--- src/rtl/led_pattern_gen.sv ---
// led_pattern_gen
//   Drives a row of WIDTH LEDs with one of four animated patterns. A prescaler
//   divides the enabled clock by DIV, and each prescaler wrap advances the
//   pattern by one step.
//
// Ports
//   clk         in   rising-edge clock for all state
//   reset       in   asynchronous active-low reset (release synchronised externally)
//   en          in   run enable; low freezes prescaler, pattern and direction
//   mode[1:0]   in   requested pattern: 0 BLINK, 1 SHIFT, 2 FILL, 3 PINGPONG
//   OUT[W-1:0]  out  registered LED pattern
//   mode_q[1:0] out  registered active pattern
//   cycle_done  out  registered one-cycle pulse when a pattern period wraps
module led_pattern_gen #(
   parameter int WIDTH = 8,
   parameter int DIV   = 4
) (
   input  logic             clk,
   input  logic             reset,
   input  logic             en,
   input  logic [1:0]       mode,
   output logic [WIDTH-1:0] OUT,
   output logic [1:0]       mode_q,
   output logic             cycle_done
);

   localparam int CW = (DIV > 1) ? $clog2(DIV) : 1;
   localparam logic [CW-1:0] CNT_MAX = CW'(DIV - 1);
   localparam logic [CW-1:0] CNT_ONE = CW'(1);
   localparam logic [CW-1:0] CNT_ZERO = CW'(0);

   localparam logic [WIDTH-1:0] PAT_ZERO = {WIDTH{1'b0}};
   localparam logic [WIDTH-1:0] PAT_ONES = {WIDTH{1'b1}};
   localparam logic [WIDTH-1:0] PAT_BIT0 = WIDTH'(1);

   localparam logic [1:0] MODE_BLINK    = 2'd0;
   localparam logic [1:0] MODE_SHIFT    = 2'd1;
   localparam logic [1:0] MODE_FILL     = 2'd2;
   localparam logic [1:0] MODE_PINGPONG = 2'd3;

   localparam logic DIR_UP   = 1'b0;
   localparam logic DIR_DOWN = 1'b1;

   logic [WIDTH-1:0] out_q, out_d;
   logic [1:0]       mode_d;
   logic [CW-1:0]    cnt_q, cnt_d;
   logic             dir_q, dir_d;
   logic             done_q, done_d;
   logic             step_s;

   // Pattern each mode shows immediately after it is selected.
   function automatic logic [WIDTH-1:0] start_value(input logic [1:0] m);
      case (m)
         MODE_BLINK:    return PAT_ZERO;
         MODE_SHIFT:    return PAT_BIT0;
         MODE_FILL:     return PAT_ZERO;
         MODE_PINGPONG: return PAT_BIT0;
         default:       return PAT_ZERO;
      endcase
   endfunction

   // Exactly one bit set.
   function automatic logic is_onehot(input logic [WIDTH-1:0] v);
      return (v != PAT_ZERO) && ((v & (v - PAT_BIT0)) == PAT_ZERO);
   endfunction

   // Contiguous run of ones starting at bit 0 (all-zeros included).
   function automatic logic is_fill(input logic [WIDTH-1:0] v);
      return (v & (v + PAT_BIT0)) == PAT_ZERO;
   endfunction

   assign step_s = en & (cnt_q == CNT_MAX);

   // Next-state logic: a mode change overrides everything, including a
   // coincident step; otherwise the prescaler runs only while enabled.
   always_comb begin
      out_d  = out_q;
      mode_d = mode_q;
      cnt_d  = cnt_q;
      dir_d  = dir_q;
      done_d = 1'b0;
      if (mode != mode_q) begin
         mode_d = mode;
         cnt_d  = CNT_ZERO;
         dir_d  = DIR_UP;
         out_d  = start_value(mode);
      end else if (en) begin
         if (cnt_q == CNT_MAX) begin
            cnt_d = CNT_ZERO;
         end else begin
            cnt_d = cnt_q + CNT_ONE;
         end
         if (step_s) begin
            case (mode_q)
               MODE_BLINK: begin
                  if (out_q == PAT_ZERO) begin
                     out_d = PAT_ONES;
                  end else if (out_q == PAT_ONES) begin
                     out_d  = PAT_ZERO;
                     done_d = 1'b1;
                  end else begin
                     out_d = PAT_ZERO;
                  end
               end
               MODE_SHIFT: begin
                  if (is_onehot(out_q)) begin
                     out_d  = {out_q[WIDTH-2:0], out_q[WIDTH-1]};
                     done_d = out_q[WIDTH-1];
                  end else begin
                     out_d = PAT_BIT0;
                  end
               end
               MODE_FILL: begin
                  if (!is_fill(out_q)) begin
                     out_d = PAT_ZERO;
                  end else if (out_q == PAT_ONES) begin
                     out_d  = PAT_ZERO;
                     done_d = 1'b1;
                  end else begin
                     out_d = {out_q[WIDTH-2:0], 1'b1};
                  end
               end
               MODE_PINGPONG: begin
                  if (!is_onehot(out_q)) begin
                     out_d = PAT_BIT0;
                     dir_d = DIR_UP;
                  end else if (((dir_q == DIR_UP) && !out_q[WIDTH-1]) || out_q[0]) begin
                     // Moving up; turn around once the top bit is reached.
                     out_d = {out_q[WIDTH-2:0], 1'b0};
                     dir_d = out_q[WIDTH-2] ? DIR_DOWN : DIR_UP;
                  end else begin
                     // Moving down; arriving at bit 0 closes the period.
                     out_d  = {1'b0, out_q[WIDTH-1:1]};
                     dir_d  = out_q[1] ? DIR_UP : DIR_DOWN;
                     done_d = out_q[1];
                  end
               end
               default: begin
                  out_d = PAT_ZERO;
               end
            endcase
         end else begin
            out_d = out_q;
         end
      end else begin
         cnt_d = cnt_q;
      end
   end

   // State registers with asynchronous active-low reset to idle BLINK.
   always_ff @(posedge clk or negedge reset) begin
      if (!reset) begin
         out_q  <= PAT_ZERO;
         mode_q <= MODE_BLINK;
         cnt_q  <= CNT_ZERO;
         dir_q  <= DIR_UP;
         done_q <= 1'b0;
      end else begin
         out_q  <= out_d;
         mode_q <= mode_d;
         cnt_q  <= cnt_d;
         dir_q  <= dir_d;
         done_q <= done_d;
      end
   end

   assign OUT        = out_q;
   assign cycle_done = done_q;

endmodule
--- config.mk ---
export PLATFORM = sky130hd
export DESIGN_NAME = led_pattern_gen
export DESIGN_NICKNAME = d
export VERILOG_FILES = /design/src/rtl/led_pattern_gen.sv
export SDC_FILE = /design/constraint.sdc
export NUM_CORES = 1
export LEC_CHECK = 0
export BUFFER_PORTS_ARGS = -buffer_cell sky130_fd_sc_hd__buf_2
export CAP_MARGIN = 10
export CORE_ASPECT_RATIO = 0.5
export CORE_MARGIN = 1
export CORE_UTILIZATION = 30
export CTS_CLUSTER_SIZE = 30
export DETAILED_ROUTE_END_ITERATION = 8
export SLEW_MARGIN = 10
export SYNTH_ARGS = -nofsm -noshare
export SYNTH_HDL_FRONTEND = slang
export SYNTH_SLANG_ARGS = --single-unit
--- constraint.sdc ---
create_clock -name clk -period 1.8 [get_ports clk]
set_input_delay 0.18 -clock clk [delete_from_list [all_inputs] [get_ports clk]]
set_output_delay 0.18 -clock clk [all_outputs]
set_load 0.02 [all_outputs]
# After elaboration in Yosys (flattened, before gate mapping)
# Cells that the tools add are included.
dict set report word_totals {
  regBits 14
  latchBits 0
  mem_bits_rw 0
  rom_bits 0
  input_bits 5
  output_inout_bits 11
  wordCells 70
  mem_count 0
}
dict set report classes {
  add_sub_neg 3
  n_mul 0
  n_div 0
  n_lt_le_gt_ge 0
  eq_ne 9
  n_shift 0
  mux 32
  bitwise_logic 4
  n_reduce_logical 17
}
# cell count
set ops {}
lappend ops {{$mux 8} 9}
lappend ops {{$pmux 8 s4} 1}
lappend ops {{$logic_not 8->1} 3}
lappend ops {{$mux 1} 17}
lappend ops {{$and 8x8->8} 2}
lappend ops {{$pmux 8 s2} 1}
lappend ops {{$eq 2x2->1 const B} 5}
lappend ops {{$add 8x1->8 const B} 1}
lappend ops {{$eq 8x8->1 const B} 1}
lappend ops {{$reduce_bool 8->1} 1}
lappend ops {{$sub 8x1->8 const B} 1}
lappend ops {{$mux 2} 3}
lappend ops {{$reduce_bool 2->1} 3}
lappend ops {{$eq 2x1->1 const B} 2}
lappend ops {{$logic_not 2->1} 2}
lappend ops {{$pmux 1 s4} 1}
lappend ops {{$reduce_or 2->1} 2}
lappend ops {{$reduce_and 3->1} 1}
lappend ops {{$add 2x1->2 const B} 1}
lappend ops {{$logic_and 1x1->1} 2}
lappend ops {{$ne 2x2->1} 1}
lappend ops {{$reduce_and 2->1} 1}
lappend ops {{$and 1x1->1} 1}
lappend ops {{$logic_not 1->1} 1}
lappend ops {{other kinds (2)} 2}

# Longest topological paths before layout
dict set report depth {
  depth_word 9
  mapped_depth 8
  mapped_depth_nobuf 6
}

# Worst setup path before layout
# Ideal clock, no wire load.
dict set report synth_timing {
  path_kind {register to register}
  from {reg out_q[3] (netlist: OUT[3])}
  to {reg out_q[4] (netlist: OUT[4])}
  setup_time_ps 65
  arrival_time_ps 1996
  required_time_ps 1735
  slack_ps -261
  stages_incl_launch_ff 9
  path_buffers 2
  synth_period_minus_slack_ps 2061
  cell_sequence {dfrtp_1 buf_6 nor4_4 nand4b_1 and3_4 and2_4 buf_6 nor4_4 a221o_2}
}
dict set report synth_via {
  elab_chain_cells 9
  elab_cells_between_ends 20
  cone_classes {2 x add/sub; 1 x eq/ne; 10 x mux; 2 x bitwise; 5 x reduce/logical}
}
# item line_no
set synth_lines {}
lappend synth_lines {{from (decl)} 44} ;# logic [WIDTH-1:0] out_q, out_d;
lappend synth_lines {{from (signal assigned)} 159} ;# out_q <= out_d;
lappend synth_lines {{$sub 8x1->8} 64} ;# return (v != PAT_ZERO) && ((v & (v - PAT_BIT0)) == PAT_ZERO);
lappend synth_lines {{$and 8x8->8} 64}
lappend synth_lines {{$logic_not 8->1} 64}
lappend synth_lines {{$logic_and 1x1->1} 64}
lappend synth_lines {{$mux 8, on equally long branches} {124, 106}}
lappend synth_lines {{$pmux 8 s4 (*)} 94} ;# case (mode_q)
lappend synth_lines {{$mux 8 (*)} 93} ;# if (step_s) begin
lappend synth_lines {{$mux 8 (*)} 87} ;# end else if (en) begin
lappend synth_lines {{$mux 8 (*)} 82} ;# if (mode != mode_q) begin
# Every way passes the cells marked *; elsewhere a longest branch is shown, timed or not. The select of a mux whose other input is x is not followed.
# A chain may end at the register's enable or synchronous reset.

# Worst setup path in the final report
# Same ends and word-level chain as after synthesis.

==> summary.txt <==
========================================================================================
Unrepaired setup endpoints after global routing                                     true
Share of the synthesized area in the top cell type                                 0.330
Hold crit path type                                                               in2reg
Leading cell type in the layout, fill and taps excluded                            buf_4
Worst-path clk slew                                                              0.06 ns
Final ANT Viol Nets                                                                    0
Leakage component of the power                                               0.000673 uW
Violated checks                                                             setup timing
Top-Level Pins                                                                        16
Critical path start-end classification                                           reg2reg
Final hold vios                                                                        0
Largest net degree at the start of global routing                                     15
TNS Setup                                                                       -1.62 ns
Max frequency                                                                    494 MHz
Average footprint of a synthesized cell                                       9.07 sq um
DP Wirelength                                                                    2.28 mm
Number of antenna cells inserted                                                       0
Starting Density                                                                   0.333
Data required time at the worst endpoint                                         1.99 ns
Worst Path Max Fanout                                                                  7
Num rows                                                                              14
Fill count                                                                           328
Area overhead of the layout relative to synthesis                                  42.9%
Number of flops mapped to enable cells by yosys                                        0
Count of unresolved DRC violations after routing                                       0
Cell accounting for the most synthesized area                                    dfrtp_1
CTS tree                                                                            done
Average wire per standard cell                                                   15.2 um
Final nets                                                                           166
Count of different cell masters after synthesis                                       51
Floorplan die area                                                            3790 sq um
Die Height                                                                       44.1 um
Critical path capture point type                                                    flop
Kind of launch point of the worst setup path                                        flop
Portion of the clock cycle consumed by the worst path in the final layout           1.13
Setup slack after layout                                                       -0.226 ns
Clock root cell                                                                 clkbuf_8
Setup Skew                                                                    0.00385 ns
Number of nets produced by synthesis                                                 123
Floorplan Core Area                                                           3190 sq um
Shortest period the worst path allows                                            2.03 ns
Global-route wire length before repair                                           4.91 mm
Number of buffers on the longest clock path                                            2
Insertion delay of the later-clocked pin in the worst-skew pair                  0.25 ns
Initial antenna violation count                                                        0
CTS sink count                                                                        14
Yosys warns                                                                            0
Final count of negative-setup-slack endpoints                                          8
Prevailing post-synth register cell                                              dfrtp_1
Congestion Overflow GR                                                                 0
Number of buffers added on ports                                                      15
Sequential fraction of the synthesis area                                          0.330
H-tree Lvls                                                                            1
Flop and latch count out of synthesis                                                 14
Final worst hold slack                                                         0.0638 ns
Final Wtd Congestion                                                               0.938
Worst reg-to-reg setup slack                                                    -0.23 ns
Initial drt markers                                                                   83
Vias in the first global route                                                       990
Worst relative slew slack                                                          0.711
Result of the run                                                           finished, violations left
Final Power                                                                       787 uW
Critical path arrival                                                            2.21 ns
Routed via count                                                                    1098
Final count of pins violating max slew                                                 0
Share of cells above drive strength 1                                              0.484
Share of async-settable or async-resettable flops after synthesis                   1.00
Pre-CTS setup slack                                                            -0.236 ns
Number of optimization iterations in the first detailed-route pass                     4
Most frequent cells in the layout                                           33 x buf_4, 15 x buf_2, 11 x nor2_1, 8 x dfrtp_1, 7 x a21oi_1
Number of buffers added by the clock tree synthesis step                               3
Total Routed Length                                                              3.14 mm
Overall global routing resource usage                                              0.175
Cells taking the most area after synthesis                                  dfrtp_1 33%, a21oi_1 4.2%, nor4_4 4.0%
Chip width                                                                       86.1 um
Power Dens Cells                                                             519 nW/um^2
Vias/cell                                                                           5.30
Max_cap viols                                                                          0
Syn Inst Count                                                                       117
Worst voltage drop across the vdd grid                                            347 uV
Tightest Pin Transition                                                         0.430 ns
Post-synthesis cell area                                                      1060 sq um
========================================================================================
## layer usage
metal  GRT usage  vias to the layer above  part of all wire  routed length [um]
li1            -                      530                 -                   -
met1       0.253                      522              0.47                1470
met2       0.276                       42              0.45                1400
met3      0.0429                        4             0.077                 243
met4      0.0200                        0            0.0099                  31
met5           0                        -                 0                   0
## worst max-delay path, stage by stage, from the launching register on
cell and delay (ns):
dfrtp_2 0.42, nor4_4 0.33, buf_4 0.19, nand4b_1 0.09, and3_4 0.20, and2_4 0.19, nor4_4 0.32, a221o_2 0.22
## cell families (layout without fill, tap and decap cells)
group                    count (synthesis)  after routing  synth area share
AO/OA/AOI/OAI                           42             42             0.309
AND/OR/NAND/NOR                         41             41             0.236
flip-flops                              14             14             0.330
buffers and inverters                   14             56            0.0708
XOR/XNOR                                 4              4            0.0330
adder cells (fa/ha/maj)                  1              1            0.0118
multiplexers                             1              1           0.00943
## registers in the layout (all words and copies together) (netlist names)
name        cells
OUT             8
dir_q           1
mode_q          2
cycle_done      1
cnt_q           2
## power by group
part	internal (uW)	switching, uW	leakage [uW]	total (uW)
logic	81.9	96.8	0.000470	179
clock network	157	119	0.0000228	276
registers	323	9.00	0.000180	332
total	561	225	0.000673	787
## path summary, 6_finish.rpt
check                                startpoint                     to  cells after the start
hold reg to reg            cnt_q[1]$_DFFE_PN0P_   cnt_q[1]$_DFFE_PN0P_                      2
setup reg to reg             OUT[3]$_DFFE_PN0P_     OUT[4]$_DFFE_PN0P_                      7
hold / removal                          mode[1]  mode_q[1]$_DFFE_PN0N_                      1
setup / recovery             OUT[3]$_DFFE_PN0P_     OUT[4]$_DFFE_PN0P_                      7
min in group asynchronous                 reset   cycle_done$_DFF_PN0_                      2
max in group asynchronous                 reset  mode_q[0]$_DFFE_PN0N_                      2
## timing repair
action	4_1_cts	5_1_grt
setup endpoints to repair	10	10
gates resized for setup	5	5
endpoints found under the hold margin	14	0
pin swaps	4	7
gates cloned	0	0
buffers inserted	0	1
hold buffers	1	0
## stage by stage
step | cell area, sq um | util | std cells
floorplan | 1100 | - | 117
global placement | 1400 | 0.438 | 201
detailed placement | 1400 | 0.438 | 201
CTS | 1470 | 0.461 | 206
global route | 1520 | 0.476 | 207
finish | 1520 | 0.476 | 207
## layout make-up
| type | instances | area [sq um] | share of cell area |
|---|---|---|---|
| clock buffers | 4 | 45.0 | 0.0297 |
| inverters | 3 | 11.3 | 0.00743 |
| multi-input cells | 89 | 709 | 0.468 |
| flip-flops and latches | 14 | 358 | 0.236 |
| well taps | 48 | 60.1 | 0.0396 |
| repair buffers | 49 | 333 | 0.219 |
## cells in the mapped netlist, types with 2 or more instances
library cell and n:
o21ai_0 4, nor2_1 11, xnor2_1 2, nand3_1 6, o31ai_1 2, buf_2 3
a21oi_1 9, a221o_2 2, o21a_1 4, xor2_1 2, dfrtp_1 14, buf_6 2
nand2_1 6, nor2b_1 4, inv_1 3, clkbuf_1 5, nor4_4 2, o211ai_1 2
a221o_1 2
No activity file was read; power rests on OpenSTA's default activity.
